### src/rtl/id_ex_operand_stage.sv
// ID/EX pipeline register feeding the ALU: operand capture, RAW forwarding, stalls, stall counter.
// Forwarding from EX/MEM and MEM/WB is built only when ID_EX_FWD_EN is defined.
module id_ex_operand_stage #(
  parameter int unsigned XLEN      = 32,
  parameter int unsigned RF_ADDR_W = 5
) (
  input  logic                 clk,
  input  logic                 rst_n,
  input  logic                 id_valid,
  input  logic [XLEN-1:0]      id_pc,
  input  logic [XLEN-1:0]      id_rs1_data,
  input  logic [XLEN-1:0]      id_rs2_data,
  input  logic [XLEN-1:0]      id_imm,
  input  logic [RF_ADDR_W-1:0] id_rs1,
  input  logic [RF_ADDR_W-1:0] id_rs2,
  input  logic [RF_ADDR_W-1:0] id_rd,
  input  logic                 id_use_rs2,
  input  logic                 id_alusrc,
  input  logic [3:0]           id_alusel,
  input  logic                 id_ir5,
  input  logic                 id_regwrite,
  input  logic                 id_memread,
  input  logic                 id_memwrite,
  input  logic [RF_ADDR_W-1:0] exmem_rd,
  input  logic                 exmem_regwrite,
  input  logic [XLEN-1:0]      exmem_result,
  input  logic [RF_ADDR_W-1:0] memwb_rd,
  input  logic                 memwb_regwrite,
  input  logic [XLEN-1:0]      memwb_result,
  input  logic                 flush_i,
  output logic [XLEN-1:0]      ALU_A,
  output logic [XLEN-1:0]      ALU_B,
  output logic [4:0]           shamt,
  output logic                 IR_5,
  output logic [3:0]           ALUsel,
  output logic                 ex_valid,
  output logic                 ex_regwrite,
  output logic                 ex_memread,
  output logic                 ex_memwrite,
  output logic [RF_ADDR_W-1:0] ex_rd,
  output logic [XLEN-1:0]      ex_pc,
  output logic [XLEN-1:0]      ex_store_data,
  output logic                 stall_o,
  output logic [31:0]          stall_cnt
);

  logic                 valid_q, valid_d;
  logic                 regwrite_q, regwrite_d;
  logic                 memread_q, memread_d;
  logic                 memwrite_q, memwrite_d;
  logic [RF_ADDR_W-1:0] rd_q, rd_d;
  logic [XLEN-1:0]      pc_q, pc_d;
  logic [XLEN-1:0]      rs1_data_q, rs1_data_d;
  logic [XLEN-1:0]      rs2_data_q, rs2_data_d;
  logic [XLEN-1:0]      imm_q, imm_d;
  logic                 alusrc_q, alusrc_d;
  logic [3:0]           alusel_q, alusel_d;
  logic                 ir5_q, ir5_d;
  logic [31:0]          stall_cnt_q, stall_cnt_d;
  logic [XLEN-1:0]      rs1_fwd, rs2_fwd;

`ifdef ID_EX_FWD_EN
  logic [RF_ADDR_W-1:0] rs1_q, rs1_d;
  logic [RF_ADDR_W-1:0] rs2_q, rs2_d;

  function automatic logic [XLEN-1:0] fwd(input logic [RF_ADDR_W-1:0] rs,
                                          input logic [XLEN-1:0]      rf);
    if (exmem_regwrite && (exmem_rd != '0) && (exmem_rd == rs)) begin
      return exmem_result;
    end else if (memwb_regwrite && (memwb_rd != '0) && (memwb_rd == rs)) begin
      return memwb_result;
    end
    return rf;
  endfunction

  assign rs1_fwd = fwd(rs1_q, rs1_data_q);
  assign rs2_fwd = fwd(rs2_q, rs2_data_q);

  // Only a load in EX cannot be forwarded in time.
  assign stall_o = valid_q && memread_q && (rd_q != '0) && id_valid &&
                   ((rd_q == id_rs1) || (id_use_rs2 && (rd_q == id_rs2)));
`else
  logic unused_fwd;
  logic hit_rs1, hit_rs2;

  assign unused_fwd = ^{exmem_result, memwb_rd, memwb_regwrite, memwb_result};
  assign rs1_fwd    = rs1_data_q;
  assign rs2_fwd    = rs2_data_q;

  // MEM/WB never stalls: the register file is write-first.
  assign hit_rs1 = (id_rs1 != '0) &&
                   ((valid_q && regwrite_q && (rd_q == id_rs1)) ||
                    (exmem_regwrite && (exmem_rd == id_rs1)));
  assign hit_rs2 = (id_rs2 != '0) &&
                   ((valid_q && regwrite_q && (rd_q == id_rs2)) ||
                    (exmem_regwrite && (exmem_rd == id_rs2)));
  assign stall_o = id_valid && (hit_rs1 || (id_use_rs2 && hit_rs2));
`endif

  always_comb begin
    valid_d    = valid_q;
    regwrite_d = regwrite_q;
    memread_d  = memread_q;
    memwrite_d = memwrite_q;
    rd_d       = rd_q;
    pc_d       = pc_q;
    rs1_data_d = rs1_data_q;
    rs2_data_d = rs2_data_q;
    imm_d      = imm_q;
    alusrc_d   = alusrc_q;
    alusel_d   = alusel_q;
    ir5_d      = ir5_q;
`ifdef ID_EX_FWD_EN
    rs1_d      = rs1_q;
    rs2_d      = rs2_q;
`endif
    if (flush_i || stall_o) begin
      valid_d    = 1'b0;
      regwrite_d = 1'b0;
      memread_d  = 1'b0;
      memwrite_d = 1'b0;
    end else begin
      valid_d    = id_valid;
      regwrite_d = id_regwrite;
      memread_d  = id_memread;
      memwrite_d = id_memwrite;
      rd_d       = id_rd;
      pc_d       = id_pc;
      rs1_data_d = id_rs1_data;
      rs2_data_d = id_rs2_data;
      imm_d      = id_imm;
      alusrc_d   = id_alusrc;
      alusel_d   = id_alusel;
      ir5_d      = id_ir5;
`ifdef ID_EX_FWD_EN
      rs1_d      = id_rs1;
      rs2_d      = id_rs2;
`endif
    end
  end

  // A flushed stall is not counted; the counter saturates instead of wrapping.
  always_comb begin
    stall_cnt_d = stall_cnt_q;
    if (stall_o && !flush_i && (stall_cnt_q != 32'hFFFF_FFFF)) begin
      stall_cnt_d = stall_cnt_q + 32'd1;
    end
  end

  always_ff @(posedge clk or negedge rst_n) begin
    if (!rst_n) begin
      valid_q     <= 1'b0;
      regwrite_q  <= 1'b0;
      memread_q   <= 1'b0;
      memwrite_q  <= 1'b0;
      rd_q        <= '0;
      pc_q        <= '0;
      rs1_data_q  <= '0;
      rs2_data_q  <= '0;
      imm_q       <= '0;
      alusrc_q    <= 1'b0;
      alusel_q    <= '0;
      ir5_q       <= 1'b0;
      stall_cnt_q <= '0;
`ifdef ID_EX_FWD_EN
      rs1_q       <= '0;
      rs2_q       <= '0;
`endif
    end else begin
      valid_q     <= valid_d;
      regwrite_q  <= regwrite_d;
      memread_q   <= memread_d;
      memwrite_q  <= memwrite_d;
      rd_q        <= rd_d;
      pc_q        <= pc_d;
      rs1_data_q  <= rs1_data_d;
      rs2_data_q  <= rs2_data_d;
      imm_q       <= imm_d;
      alusrc_q    <= alusrc_d;
      alusel_q    <= alusel_d;
      ir5_q       <= ir5_d;
      stall_cnt_q <= stall_cnt_d;
`ifdef ID_EX_FWD_EN
      rs1_q       <= rs1_d;
      rs2_q       <= rs2_d;
`endif
    end
  end

  assign ALU_A         = rs1_fwd;
  assign ALU_B         = alusrc_q ? imm_q : rs2_fwd;
  assign shamt         = alusrc_q ? imm_q[4:0] : rs2_fwd[4:0];
  assign ex_store_data = rs2_fwd;
  assign IR_5          = ir5_q;
  assign ALUsel        = alusel_q;
  assign ex_valid      = valid_q;
  assign ex_regwrite   = regwrite_q;
  assign ex_memread    = memread_q;
  assign ex_memwrite   = memwrite_q;
  assign ex_rd         = rd_q;
  assign ex_pc         = pc_q;
  assign stall_cnt     = stall_cnt_q;

endmodule
### config.mk
export PLATFORM = sky130hd
export DESIGN_NAME = id_ex_operand_stage
export DESIGN_NICKNAME = d
export VERILOG_FILES = /design/src/rtl/id_ex_operand_stage.sv
export SDC_FILE = /design/constraint.sdc
export NUM_CORES = 1
export LEC_CHECK = 0
export ABC_AREA = 0
export CAP_MARGIN = 30
export CORE_ASPECT_RATIO = 0.5
export CORE_MARGIN = 4
export CORE_UTILIZATION = 39
export CTS_BUF_LIST = sky130_fd_sc_hd__clkbuf_16
export DETAILED_ROUTE_END_ITERATION = 12
export PLACE_DENSITY = 0.81
export SLEW_MARGIN = 10
export SYNTH_ARGS = -nofsm -noshare
export SYNTH_HDL_FRONTEND = slang
export SYNTH_SLANG_ARGS = --single-unit
export TNS_END_PERCENT = 10
### constraint.sdc
create_clock -name clk -period 3.3 [get_ports clk]
set_clock_uncertainty 0.2 [all_clocks]
set_input_delay 0.495 -clock clk [delete_from_list [all_inputs] [get_ports clk]]
set_output_delay 0.495 -clock clk [all_outputs]
set_load 0.005 [all_outputs]
==> run summary, run 1 <==
Routed Antenna Nets -> 0
Drt total wl -> 21.74 mm
Slowest CP cell -> or4_1
Number of antenna violations at the first check in global routing -> 0
Nets -> 1107
Critical path launch point type -> input port
First drt pass iteration count -> 4
Chip Width -> 204.9 um
HPWL after detailed placement -> 16.84 mm
Critical Path Start -> id_rs2[2]
Cell Area, Placed -> 11270 um^2
Layout cells sized above 1 -> 0.1693
Site Rows -> 35
RSZ-0062 raised after global routing -> false
H-tree depth -> 4
Buffers on Ports -> 342
Slew @ Worst Pin -> 0.8554 ns
Reg clk slew, reported paths -> 0.06 ns
Mapped Cells -> 521
Maxcap violations -> 0
Per-cell routed wire length -> 18.99 um
Clock sink count -> 175
Worst hold margin -> 0.2831 ns
Switch share -> 0.2329
Combinational power share -> 0.196
Avg Inst Size Synth -> 14.51 um^2
Vias in the first global route -> 5971
Number of distinct standard cells referenced by the synthesized netlist -> 35
Leak -> 4.979 nW
Gr ovfl total -> 0
Initial Util -> 0.4043
Worst Path Max Fanout -> 3
Sequential share of power -> 0.415
Total track usage -> 0.2003
Required time of the critical path -> 2.60 ns
Inserted Diodes -> 0
Synth-to-layout area growth -> 58.40%
Root Buffer -> clkbuf_16
Drt drc -> 0
Rel. slew slack -> 0.4254
Worst slack, placed -> -0.004595 ns
DR vias -> 5451
CTS tree -> built
Maximum VDD drop -> 346.5 uV
Worst setup margin -> 0.3477 ns
Multi-input logic area -> 2959 um^2
DR vias/cell -> 4.761
Final Setup Violations -> 0
Post-Syn Nets -> 755
CP cell instances -> clkdlybuf4s50_1 > or4_1 > o21a_1 > a22oi_4 > nor2b_4 > dlymetal6s2s_1
Insertion delay to the later sink of the worst-skew pair -> 0.42 ns
CTS Buf Count -> 17
Pin count of the biggest net entering global routing -> 73
Status -> finished clean
1st-iter DRT viols -> 202
PD cells -> 497.1 nW/um^2
Worst hold start -> imm_q[18]
Fillcell total -> 1465
Max-slew violation count -> 0
Gpl congestion -> 0.8370
Syn Std Cell Area -> 7561 um^2
Worst Path Buf+Inv -> 2
Synth warn -> 0
Design area -> 11980 um^2
Worst Hold Class -> reg2reg
Net Switching -> 1.387 mW
Clock power frac -> 0.389
Synthesis-stage register bit count -> 175
Clock Path Buffers -> 2
Crit. End Element -> primary output
IO Count -> 413
Tmin final -> 2.952 ns
Arr. time, crit path -> 2.26 ns
Chip height -> 106.5 um
Final hold violations -> 0
Period utilization -> 0.8946
Post-synthesis sequential area ratio -> 0.5792
Internal Power -> 4.567 mW
Delay-heaviest family, CP -> buffers and inverters
Fmax -> 338.7 MHz
RR Startpoint -> stall_cnt[0]
Core box area -> 18700 um^2
Max incr delay on CP -> 0.55 ns
Sequential cell area -> 4379 um^2
Worst setup path class -> in2out
First-pass GRT wire length -> 34.02 mm
Die Area -> 21810 um^2
==> path summary, 6_finish.rpt <==
kind	end	slack, ns	depth (start not counted)
worst max-delay path	stall_o	0.35	6
worst max register to register	stall_cnt[22]	0.67	8
worst min-delay path	imm_q[18]	0.28	1
min in group asynchronous	ex_store_data[13]	0.42	2
worst min register to register	imm_q[18]	0.28	1
max in group asynchronous	ALU_A[10]	1.64	3
==> cell type report <==
type / count / area share
clock inverter: 15 / 0.02089
tap: 259 / 0.02706
inverter: 5 / 0.001567
clock buffer: 17 / 0.03552
timing repair buffer: 359 / 0.3022
sequential: 175 / 0.3656
multi-input combinational: 315 / 0.2471
==> power by group through the flow <==
stage                     combinational (mW)  sequential [mW]  clock [mW]
after CTS                               1.18             2.47        2.37
after detailed placement                1.18             2.51           0
after global routing                    1.24             2.50        2.48
after floorplan                        0.378             2.50           0
final                                   1.16             2.47        2.32
after global placement                  1.16             2.50           0
==> layer usage <==
| metal | GRT usage | part of all wire |
|---|---|---|
| met5 | 0 | 0 |
| met4 | 0.05158 | 0.016 |
| met3 | 0.04084 | 0.033 |
| met2 | 0.3602 | 0.53 |
| met1 | 0.2477 | 0.42 |
==> through the flow <==
step	setup TNS, ns	util	total power [mW]	std cells
3_3_place_gp	0	0.6029	3.655	1111
2_1_floorplan	0	-	2.875	521
3_5_place_dp	-0.004595	0.6029	3.690	1111
6_report	0	0.6405	5.953	1145
5_1_grt	0	0.6405	6.222	1145
4_1_cts	0	0.6396	6.028	1144
==> logic make-up (layout without fill, tap and decap cells) <==
family	Yosys count	in the layout	synth area share
DFF	175	175	0.5792
muxes	172	172	0.2562
and+or+nand+nor	84	84	0.06288
xor gates and xnor gates	51	51	0.05908
buffers and inverters	31	396	0.03045
AOI/OAI and AO/OA	7	7	0.01059
adders and majority gates	1	1	0.001655
==> flip-flops by register name (all words and copies together) (netlist names) <==
signal	count
ALU_A	32
ex_pc	32
ex_store_data	32
imm_q	32
stall_cnt	32
ex_rd	5
ALUsel	4
IR_5	1
alusrc_q	1
ex_memread	1
ex_memwrite	1
ex_regwrite	1
ex_valid	1
==> worst reg2reg max path, cell delays in order (launching register included) <==
cell and delay, ns:
dfrtp_1 0.41, ha_1 0.19, and2_1 0.17, nand4_1 0.27, nor4_1 0.39, o31ai_1 0.19
or3_1 0.43, nor2_1 0.17, xor2_1 0.15
==> placed cells by master, fill, tap and decap left out, drive strengths merged, types with 3 or more instances in the layout <==
cell type and count:
clkdlybuf4s50 340, dfrtp 175, mux2 172, xor2 26
xnor2 25, clkbuf 17, buf 17, nand2 15
nor2 15, nand4 12, inv 11, nand3 10
nor3 9, and3 6, bufinv 6, nor4 5
and2 4, and4 3, clkinv 3
==> what timing repair did <==
item	CTS	global route
pin swaps	0	2
buffers inserted	0	1
hold buffers	1	0
endpoints found under the hold margin	56	0
cloned	0	0
gates resized for setup	1	2
setup endpoints to repair	1	1
==> cell usage after synthesis, drive strengths merged <==
cell,count,share of area
a211o,1,0.0012
a221oi,1,0.0012
a22oi,1,0.0028
a32o,1,0.0013
and2,4,0.0033
and3,6,0.0050
and4,3,0.0035
buf,21,0.025
clkbuf,5,0.0025
dfrtp,175,0.58
ha,1,0.0017
inv,5,0.0025
mux2,172,0.26
nand2,15,0.0074
nand2b,1,0.00083
nand3,10,0.0066
nand4,12,0.0099
nor2,15,0.0096
nor2b,1,0.0018
nor3,9,0.0060
nor3b,1,0.00099
nor4,5,0.0061
o21a,1,0.00099
o31ai,1,0.00099
o32ai,1,0.0022
or3,1,0.00083
or4,1,0.00099
xnor2,25,0.029
xor2,26,0.030
Note: power is estimated with default switching activity, not from simulation.
==> inputs of run 2 (changes only) <==
Settings changed: CORE_AREA set to 4 4 158 160, CORE_ASPECT_RATIO 0.5 to not set, CORE_MARGIN 4 to not set, CORE_UTILIZATION 39 to not set, CTS_BUF_LIST sky130_fd_sc_hd__clkbuf_16 to not set, DIE_AREA set to 0 0 162 164, PLACE_DENSITY 0.81 to 0.68.
==> run summary, run 2 (synthesis results as in run 1) <==
Vias in the first global route -> 5929
RSZ-0062 raised after global routing -> false
Drt total wl -> 21.24 mm
Leak -> 5.013 nW
Fmax -> 309.9 MHz
Most common cell after layout, fill and taps aside -> clkdlybuf4s50_1
Die Area -> 26570 um^2
Worst slack, placed -> -0.004435 ns
Worst reg2reg path depth -> 10
CTS Buf Count -> 17
Max-slew violation count -> 0
Per-cell routed wire length -> 17.41 um
R2R setup slack -> 0.66 ns
Gr ovfl total -> 0
DR vias -> 5452
Worst Path Max Fanout -> 3
Drt drc -> 0
TNS Setup -> 0 ns
1st-iter DRT viols -> 170
Layout cells sized above 1 -> 0.1822
Maximum VDD drop -> 292.3 uV
Nets -> 1122
Status -> finished clean
Critical Path Start -> id_rs2[1]
IO Count -> 413
DR vias/cell -> 4.469
Arr. time, crit path -> 2.53 ns
Slew @ Worst Pin -> 0.8916 ns
Cell Area, Placed -> 11540 um^2
Routed Antenna Nets -> 0
Site Rows -> 56
Worst Setup EP -> stall_o
Total track usage -> 0.1609
Chip height -> 164 um
RR Startpoint -> ex_rd[2]
Clock Path Buffers -> 2
Pin count of the biggest net entering global routing -> 58
Insertion delay to the later sink of the worst-skew pair -> 0.41 ns
Crit. End Element -> primary output
Root Buffer -> clkbuf_16
Tmin final -> 3.227 ns
Period utilization -> 0.9778
Commonest cells after routing, fill and taps aside -> 341 x clkdlybuf4s50_1, 175 x dfrtp_1, 95 x mux2_2
First drt pass iteration count -> 7
H-tree depth -> 4
Fillcell total -> 2057
Worst Hold Class -> reg2reg
Rel. slew slack -> 0.4010
Buffers on Ports -> 342
Worst R2R End -> ex_pc[26]
Initial Util -> 0.3231
Final Setup Violations -> 0
Worst setup path class -> in2out
Required time of the critical path -> 2.60 ns
Number of antenna violations at the first check in global routing -> 0
Worst setup margin -> 0.07325 ns
Clock sink count -> 175
Worst hold margin -> 0.2836 ns
Chip Width -> 162 um
PD cells -> 468.0 nW/um^2
Final hold violations -> 0
Gpl congestion -> 0.7586
Core box area -> 23400 um^2
HPWL after detailed placement -> 16.27 mm
CTS tree -> built
Synth-to-layout area growth -> 60.85%
Reg clk slew, reported paths -> 0.07 ns
Critical path launch point type -> input port
First-pass GRT wire length -> 33.57 mm
Maxcap violations -> 0
Design area -> 12160 um^2
## run 2: where the power goes
| group | switching [mW] | internal, mW | total, mW |
|---|---|---|---|
| logic | 0.372 | 0.810 | 1.18 |
| registers | 0.118 | 2.34 | 2.46 |
| clock network | 0.897 | 1.15 | 2.05 |
| total | 1.39 | 4.30 | 5.69 |
## run 2: area by class of cell
class	count	area, um^2	share of cell area
Antenna cell	1	2.502	0.0002058
Clock inverter	13	153.9	0.01265
Inverter	5	18.77	0.001543
Multi-Input combinational cell	315	2964	0.2437
Sequential cell	175	4379	0.3601
Timing Repair Buffer	374	3805	0.3129
Tap cell	319	399.1	0.03282
Clock buffer	18	439.2	0.03611
## run 2: metrics by stage
step             util  cells  power (mW)
2_1_floorplan       -    521       2.875
3_3_place_gp   0.4929   1186       3.685
3_5_place_dp   0.4929   1186       3.701
4_1_cts        0.5187   1218       5.793
5_1_grt        0.5196   1219       5.970
6_report       0.5197   1220       5.691
## run 2: worst max-delay path, cell delays in order
cell             delay [ns]
clkdlybuf4s50_1        0.48
or4_1                  0.54
o21a_1                 0.24
a22oi_4                0.26
nor2b_4                0.06
clkdlybuf4s50_1        0.45
## run 2: timing repair
action | CTS | global route
buffers inserted | 0 | 1
hold endpoints to repair | 53 | 0
hold buffers | 1 | 0
setup endpoints to repair | 0 | 1
gates resized for setup | 0 | 2
## run 2: worst min path at each step
stage | start | to | slack, ns | cells after the start
after floorplan | rst_n | ALU_A[0] | -0.0006 | 0
after global placement | imm_q[26] | imm_q[26] | 0.26 | 1
after detailed placement | imm_q[26] | imm_q[26] | 0.27 | 1
after CTS | imm_q[26] | imm_q[26] | 0.28 | 1
after global routing | ALU_A[22] | ALU_A[22] | 0.29 | 1
final | imm_q[26] | imm_q[26] | 0.28 | 1
## run 2: per-layer routing
layer	global-route usage	up-vias	wire length (um)
met5	0	-	0
met4	0.04498	0	329
met3	0.03990	18	1118
met2	0.2740	162	10730
met1	0.2049	2705	9063
li1	-	2567	-
